[config.mk]
export PLATFORM = sky130hd
export DESIGN_NAME = instruction_encoder
export DESIGN_NICKNAME = d
export VERILOG_FILES = /design/src/rtl/instr_enc_pkg.sv /design/src/rtl/instr_field_pack.sv /design/src/rtl/instruction_encoder.sv
export SDC_FILE = /design/constraint.sdc
export NUM_CORES = 1
export LEC_CHECK = 0
export BUFFER_PORTS_ARGS = -buffer_cell sky130_fd_sc_hd__buf_4
export CAP_MARGIN = 20
export CORE_ASPECT_RATIO = 1.1
export CORE_MARGIN = 4
export CORE_UTILIZATION = 30
export DETAILED_ROUTE_END_ITERATION = 8
export MAX_ROUTING_LAYER = met4
export PLACE_DENSITY = 0.57
export SKIP_LAST_GASP = 1
export SYNTH_ARGS = -nofsm -noshare
export SYNTH_HDL_FRONTEND = slang
export SYNTH_SLANG_ARGS = --single-unit
export TNS_END_PERCENT = 50
[constraint.sdc]
create_clock -name clk -period 3.15 [get_ports clk]
set_clock_uncertainty 0.15 [all_clocks]
set_input_delay 0.945 -clock clk [delete_from_list [all_inputs] [get_ports clk]]
set_output_delay 0.945 -clock clk [all_outputs]
set_load 0.1 [all_outputs]
[src/rtl/instr_enc_pkg.sv]
// Shared operation codes, data-processing opcodes, FSM state and request record
// for the instruction encoder.
package instr_enc_pkg;

    // Operation codes use the decoder's numbering so both ends agree.
    localparam logic [10:0] CODE_ADD  = 11'd0;
    localparam logic [10:0] CODE_SUB  = 11'd2;
    localparam logic [10:0] CODE_AND  = 11'd3;
    localparam logic [10:0] CODE_ORR  = 11'd4;
    localparam logic [10:0] CODE_EOR  = 11'd5;
    localparam logic [10:0] CODE_MOV  = 11'd6;
    localparam logic [10:0] CODE_MVN  = 11'd7;
    localparam logic [10:0] CODE_CMP  = 11'd8;
    localparam logic [10:0] CODE_TST  = 11'd9;
    localparam logic [10:0] CODE_TEQ  = 11'd10;
    localparam logic [10:0] CODE_BIC  = 11'd11;
    localparam logic [10:0] CODE_CMPI = 11'd13;
    localparam logic [10:0] CODE_B    = 11'd31;
    localparam logic [10:0] CODE_BL   = 11'd32;
    localparam logic [10:0] CODE_LDR  = 11'd41;
    localparam logic [10:0] CODE_STR  = 11'd42;

    localparam logic [3:0] DP_AND = 4'b0000;
    localparam logic [3:0] DP_EOR = 4'b0001;
    localparam logic [3:0] DP_SUB = 4'b0010;
    localparam logic [3:0] DP_ADD = 4'b0100;
    localparam logic [3:0] DP_TST = 4'b1000;
    localparam logic [3:0] DP_TEQ = 4'b1001;
    localparam logic [3:0] DP_CMP = 4'b1010;
    localparam logic [3:0] DP_ORR = 4'b1100;
    localparam logic [3:0] DP_MOV = 4'b1101;
    localparam logic [3:0] DP_BIC = 4'b1110;
    localparam logic [3:0] DP_MVN = 4'b1111;

    typedef enum logic {
        ST_IDLE,
        ST_WRITE
    } state_t;

    typedef struct packed {
        logic [10:0] code;
        logic [3:0]  cond;
        logic        s;
        logic        imm;
        logic [3:0]  rd;
        logic [3:0]  rn;
        logic [3:0]  rm;
        logic [7:0]  shift;
        logic [3:0]  rotate;
        logic [7:0]  imm8;
        logic [11:0] offset12;
        logic [31:0] target;
    } enc_req_t;

endpackage

[src/rtl/instr_field_pack.sv]
// Combinational formatter: request fields plus current write pointer -> ARM word.
// Branch range/alignment checking is enabled by INSTR_ENC_RANGE_CHECK_EN.
module instr_field_pack
    import instr_enc_pkg::*;
#(
    parameter int unsigned ADDR_W = 10
) (
    input  enc_req_t          req,
    input  logic [ADDR_W-1:0] ptr,
    output logic [31:0]       word,
    output logic              code_ok,
    output logic              range_ok
);

    logic [3:0]  dp_op;
    logic        is_dp, is_br, is_mem, link, load, rn_zero, is_cmp, imm_f;
    logic [11:0] op2;
    logic [31:0] diff, dp_word, br_word, mem_word;
    logic        br_ok;

    always_comb begin
        dp_op   = '0;
        is_dp   = 1'b0;
        is_br   = 1'b0;
        is_mem  = 1'b0;
        link    = 1'b0;
        load    = 1'b0;
        rn_zero = 1'b0;
        is_cmp  = 1'b0;
        imm_f   = req.imm;
        case (req.code)
            CODE_ADD:  begin is_dp = 1'b1; dp_op = DP_ADD; end
            CODE_SUB:  begin is_dp = 1'b1; dp_op = DP_SUB; end
            CODE_AND:  begin is_dp = 1'b1; dp_op = DP_AND; end
            CODE_ORR:  begin is_dp = 1'b1; dp_op = DP_ORR; end
            CODE_EOR:  begin is_dp = 1'b1; dp_op = DP_EOR; end
            CODE_BIC:  begin is_dp = 1'b1; dp_op = DP_BIC; end
            CODE_MOV:  begin is_dp = 1'b1; dp_op = DP_MOV; rn_zero = 1'b1; end
            CODE_MVN:  begin is_dp = 1'b1; dp_op = DP_MVN; rn_zero = 1'b1; end
            CODE_CMP:  begin is_dp = 1'b1; dp_op = DP_CMP; is_cmp = 1'b1; end
            CODE_TST:  begin is_dp = 1'b1; dp_op = DP_TST; is_cmp = 1'b1; end
            CODE_TEQ:  begin is_dp = 1'b1; dp_op = DP_TEQ; is_cmp = 1'b1; end
            CODE_CMPI: begin is_dp = 1'b1; dp_op = DP_CMP; is_cmp = 1'b1; imm_f = 1'b1; end
            CODE_B:    is_br = 1'b1;
            CODE_BL:   begin is_br = 1'b1; link = 1'b1; end
            CODE_LDR:  begin is_mem = 1'b1; load = 1'b1; end
            CODE_STR:  is_mem = 1'b1;
            default:   ;
        endcase
    end

    // PC reads two words ahead of the instruction being written.
    assign diff = req.target - ((32'(ptr) << 2) + 32'd8);

    assign op2      = imm_f ? {req.rotate, req.imm8} : {req.shift, req.rm};
    assign dp_word  = {req.cond, 2'b00, imm_f, dp_op, req.s | is_cmp,
                       rn_zero ? 4'd0 : req.rn, is_cmp ? 4'd0 : req.rd, op2};
    assign br_word  = {req.cond, 3'b101, link, diff[25:2]};
    assign mem_word = {req.cond, 2'b01, 1'b0, 1'b1, 1'b1, 2'b00, load,
                       req.rn, req.rd, req.offset12};

`ifdef INSTR_ENC_RANGE_CHECK_EN
    assign br_ok = (diff[1:0] == 2'b00) && (diff[31:25] == {7{diff[25]}});
`else
    logic unused_diff_bits;
    assign unused_diff_bits = ^{diff[31:26], diff[1:0]};
    assign br_ok = 1'b1;
`endif

    assign word     = is_dp ? dp_word : is_br ? br_word : is_mem ? mem_word : 32'd0;
    assign code_ok  = is_dp | is_br | is_mem;
    assign range_ok = ~is_br | br_ok;

endmodule

[src/rtl/instruction_encoder.sv]
// Sequential instruction encoder: accepts field-level requests and writes ARM
// words to instruction memory. INSTR_ENC_RANGE_CHECK_EN enables branch checks.
module instruction_encoder
    import instr_enc_pkg::*;
#(
    parameter int unsigned       ADDR_W    = 10,
    parameter logic [ADDR_W-1:0] BASE_ADDR = '0
) (
    input  logic              clk,
    input  logic              reset_n,
    input  logic              start,
    input  logic              in_valid,
    output logic              in_ready,
    input  logic [10:0]       in_code,
    input  logic [3:0]        in_cond,
    input  logic              in_s,
    input  logic              in_imm,
    input  logic [3:0]        in_rd,
    input  logic [3:0]        in_rn,
    input  logic [3:0]        in_rm,
    input  logic [7:0]        in_shift,
    input  logic [3:0]        in_rotate,
    input  logic [7:0]        in_imm8,
    input  logic [11:0]       in_offset12,
    input  logic [31:0]       in_target,
    output logic              mem_we,
    output logic [ADDR_W-1:0] mem_addr,
    output logic [31:0]       mem_wdata,
    input  logic              mem_ack,
    output logic [ADDR_W-1:0] wr_ptr,
    output logic [ADDR_W:0]   count,
    output logic              full,
    output logic              busy,
    output logic              err_code,
    output logic              err_range
);

    state_t      state;
    enc_req_t    req;
    logic [31:0] word;
    logic        code_ok, range_ok;

    assign req = '{code: in_code, cond: in_cond, s: in_s, imm: in_imm,
                   rd: in_rd, rn: in_rn, rm: in_rm, shift: in_shift,
                   rotate: in_rotate, imm8: in_imm8, offset12: in_offset12,
                   target: in_target};

    instr_field_pack #(.ADDR_W(ADDR_W)) u_pack (
        .req      (req),
        .ptr      (wr_ptr),
        .word     (word),
        .code_ok  (code_ok),
        .range_ok (range_ok)
    );

    assign in_ready = (state == ST_IDLE) && !full;
    assign busy     = (state != ST_IDLE);

    always_ff @(posedge clk) begin
        if (!reset_n) begin
            state     <= ST_IDLE;
            mem_we    <= 1'b0;
            mem_addr  <= '0;
            mem_wdata <= '0;
            wr_ptr    <= BASE_ADDR;
            count     <= '0;
            full      <= 1'b0;
            err_code  <= 1'b0;
            err_range <= 1'b0;
        end else if (start) begin
            // Restart drops any pending write, even one being acked now.
            state     <= ST_IDLE;
            mem_we    <= 1'b0;
            wr_ptr    <= BASE_ADDR;
            count     <= '0;
            full      <= 1'b0;
            err_code  <= 1'b0;
            err_range <= 1'b0;
        end else begin
            err_code  <= 1'b0;
            err_range <= 1'b0;
            case (state)
                ST_IDLE: begin
                    if (in_valid && in_ready) begin
                        if (!code_ok) begin
                            err_code <= 1'b1;
                        end else if (!range_ok) begin
                            err_range <= 1'b1;
                        end else begin
                            mem_addr  <= wr_ptr;
                            mem_wdata <= word;
                            mem_we    <= 1'b1;
                            state     <= ST_WRITE;
                        end
                    end
                end
                ST_WRITE: begin
                    if (mem_ack) begin
                        mem_we <= 1'b0;
                        state  <= ST_IDLE;
                        count  <= count + 1'b1;
                        // No wrap: the pointer parks on the last address.
                        if (wr_ptr == {ADDR_W{1'b1}}) full   <= 1'b1;
                        else                          wr_ptr <= wr_ptr + 1'b1;
                    end
                end
                default: state <= ST_IDLE;
            endcase
        end
    end

endmodule

==> out/qor.yml <==
clock_tree:
  path_clk_slew_ns: 0.06
  cts_tree: "yes"
  cts_sinks: 67
  h-tree-depth: 3
  clk_latency_ns: 0.33
  numCtsBuffers: 9
  hold_buffers: 0
  cts_root_buffer: "clkbuf_16"
  clockBufferDepth: 2
critical_path:
  crit_slowest_cell: "or4_4"
  startpoint_type: "register"
  crit_arrival_ns: 3.15
  cp_cell_sequence: "nand3_1 > or3_1 > ha_2 > or4_4 > or4_4 > buf_4 > or2_1 > o31a_1 > o21ai_1 > a21oi_1"
  path_max_fanout: 5
  critical_path_required_ns: 3.21
  reg2reg_slack_ns: 0.07
  path_class: "register to register"
  cpPeakStageDelay_ns: 0.51
  endpoint_kind: "register"
  crit_top_cell: "or4_4"
layout:
  layout_common_cells: "217 x buf_4, 69 x nor2_1, 65 x nand2_1, 57 x dfxtp_1, 44 x a21oi_1"
  synthToLayoutAreaGrowth_pct: 50.57
  layout_commonest_cell: "buf_4"
  diodes: 0
  final_net_count: 869
  drive_above_1_share_pct: 35.79
  fillers: 1417
floorplan:
  core_area_sq_mm: 0.01396
  die_x_um: 122.3
  rows: 45
  fp.dieH_um: 133.7
  die_area_sq_mm: 0.01634
  ios: 167
  initial_core_util_pct: 30.85
synthesis:
  synth_adder_area_share_pct: 4.531
  syn_avg_cell_area_sq_um: 7.625
  synth_cells: 565
  yosysUniqueCellTypes: 66
  yosysTopAreaCellShare_pct: 31.14
  synth_area_leaders: "dfxtp_1 31%, nor2_1 6.3%, nand2_1 5.7%, a21oi_1 5.1%, o21ai_0 4.6%"
  syn_area_sq_mm: 0.004308
  synth_edf_count: 0
  synthXorXnorAreaFrac_pct: 6.709
  synthArstFlopShare_pct: 0
  synthFlopType: "dfxtp_1"
  ys_warn_count: 0
  synthesis.nets: 678
  seq_area_frac_synth_pct: 31.14
  synth_mux_area_share_pct: 4.415
  yosys.area.top_type: "dfxtp_1"
  synth_top_family_by_area: "simple AND/OR/NAND/NOR gates"
  yosys.area_share.simple_pct: 24.72
  synth_seq_cells: 67
  synth_compound_gate_area_share_pct: 23.96
global_route:
  grt-ovfl-total: 0
  grt_max_degree: 30
  grt_pass1_wl_um: 23520
  grt_use_total_pct: 18.46
  grt_antenna_before_repair: 0
  grt_pass1_vias: 4823
timing:
  finalHoldViolCount: 0
  period_share_pct: 97.93
  rsz0062_at_grt: "true"
  tightest_slew_ns: 0.6158
  period_minus_slack_ns: 3.085
  setup_viol: 0
  max_freq_ghz: 0.3242
  drv_slew: 0
  finalSetupTns_ns: 0
  setup_ws_ns: 0.06523
  slew_headroom_pct: 58.79
placed_design:
  pre_cts_ws_ns: -0.2148
  dp_hpwl_um: 11910
  place_congestion: 0.8644
  portBuffers: 157
detailed_routing:
  wirelength_um: 15100
  wl_per_cell_um: 15.92
  post_drt_via_cell_ratio: 5.024
  drt-initial-drc-count: 245
  post-route-drc-count: 0
  drt_pre_antenna_iters: 4
  antenna_left: 0
  vias: 4763
job:
  cap_violations: 0
outcome:
  status: "completed"
hold_path:
  hold_path.class: "register to register"
power_and_ir_drop:
  p_leak_nw: 2.689
  cellPowerDensity_mw_per_mm2: 321.2
  vdd_drop_max_mv: 0.1676
## routing by layer
| layer | global-route usage [%] | vias up | part of all wire, % |
|---|---|---|---|
| met5 | - | - | 0 |
| met4 | 4.480 | 0 | 1.1 |
| met3 | 3.779 | 17 | 6.2 |
| met2 | 31.71 | 137 | 50 |
| met1 | 22.01 | 2214 | 42 |
| li1 | - | 2395 | - |
## area by class of cell
cell class | instances | area, sq um | share of cell area, %
clock inverters | 2 | 12.51 | 0.1929
repair buffers | 221 | 1700 | 26.22
well taps | 188 | 235.2 | 3.627
clock buffers | 13 | 250.2 | 3.858
multi-input cells | 452 | 2893 | 44.60
inverters | 5 | 18.77 | 0.2894
flip-flops and latches | 67 | 1376 | 21.22
## logic make-up (layout without fill, tap and decap cells)
logic type / Yosys count / after routing
AO/OA/AOI/OAI: 160 / 160
XOR/XNOR: 33 / 33
adder cells (fa/ha/maj): 15 / 15
buffers and inverters: 46 / 241
flip-flops: 67 / 67
multiplexers: 19 / 19
other: 1 / 1
AND/OR/NAND/NOR: 224 / 224
## state kept, by name (all words and copies together) (netlist names)
name / cells
full: 1
count: 11
mem_wdata: 32
mem_we: 1
mem_addr: 10
wr_ptr: 10
err_code: 1
busy: 1
## worst max-delay path, delay by kind of cell (launching register included)
kind / cells / cell delay, ns
AO/OA/AOI/OAI: 3 / 0.45
flip-flops: 1 / 0.37
buffers and inverters: 1 / 0.15
AND/OR/NAND/NOR: 5 / 1.66
adder cells (fa/ha/maj): 1 / 0.20
## repair_timing
action	in CTS	in global routing
endpoints found under the setup margin	2	14
pin swaps	0	2
setup buffers	0	2
gates resized for setup	1	16
## through the flow
step                      cells  hold slack (ns)  util (%)  instance area [sq um]  power [mW]
after floorplan             565           0.4854         -                   4395       1.014
after global placement      931           0.2929     43.91                   6131       1.176
after detailed placement    931           0.2964     43.91                   6131       1.181
after CTS                   946           0.3038     45.83                   6400       2.099
after global routing        948           0.3204     46.45                   6486       2.167
final                       948           0.3014     46.45                   6486       2.083
## synth_stat cells, types with 4 or more instances
master / n
nor3b_1: 4
nor3_1: 13
nand4_1: 4
a221oi_1: 7
buf_2: 8
xnor2_1: 15
a22oi_1: 5
nor2b_1: 5
mux2i_1: 19
o31ai_1: 5
nand2_1: 65
ha_1: 14
nor4_1: 8
and2_1: 7
xor2_1: 18
and3_1: 7
o21ai_0: 40
nor2_1: 72
or3_1: 8
clkbuf_1: 30
nand3_1: 9
a21boi_1: 17
a21oi_1: 44
dfxtp_1: 67
nand2b_1: 6
inv_1: 5
a31oi_1: 6
## worst paths after layout
path	startpoint	to	depth (start not counted)
setup / recovery	wr_ptr[4]	mem_wdata[21]	10
hold / removal	mem_addr[0]	mem_addr[0]	2
setup reg to reg	wr_ptr[4]	mem_wdata[21]	10
hold reg to reg	mem_addr[0]	mem_addr[0]	2
## power breakdown
group          switching [mW]  total [mW]  internal (mW)
Clock                   0.363       0.912          0.549
Combinational           0.163       0.329          0.166
Sequential           0.000616       0.842          0.841
Total                   0.527        2.08           1.56
Note: power is estimated with default switching activity, not from simulation.
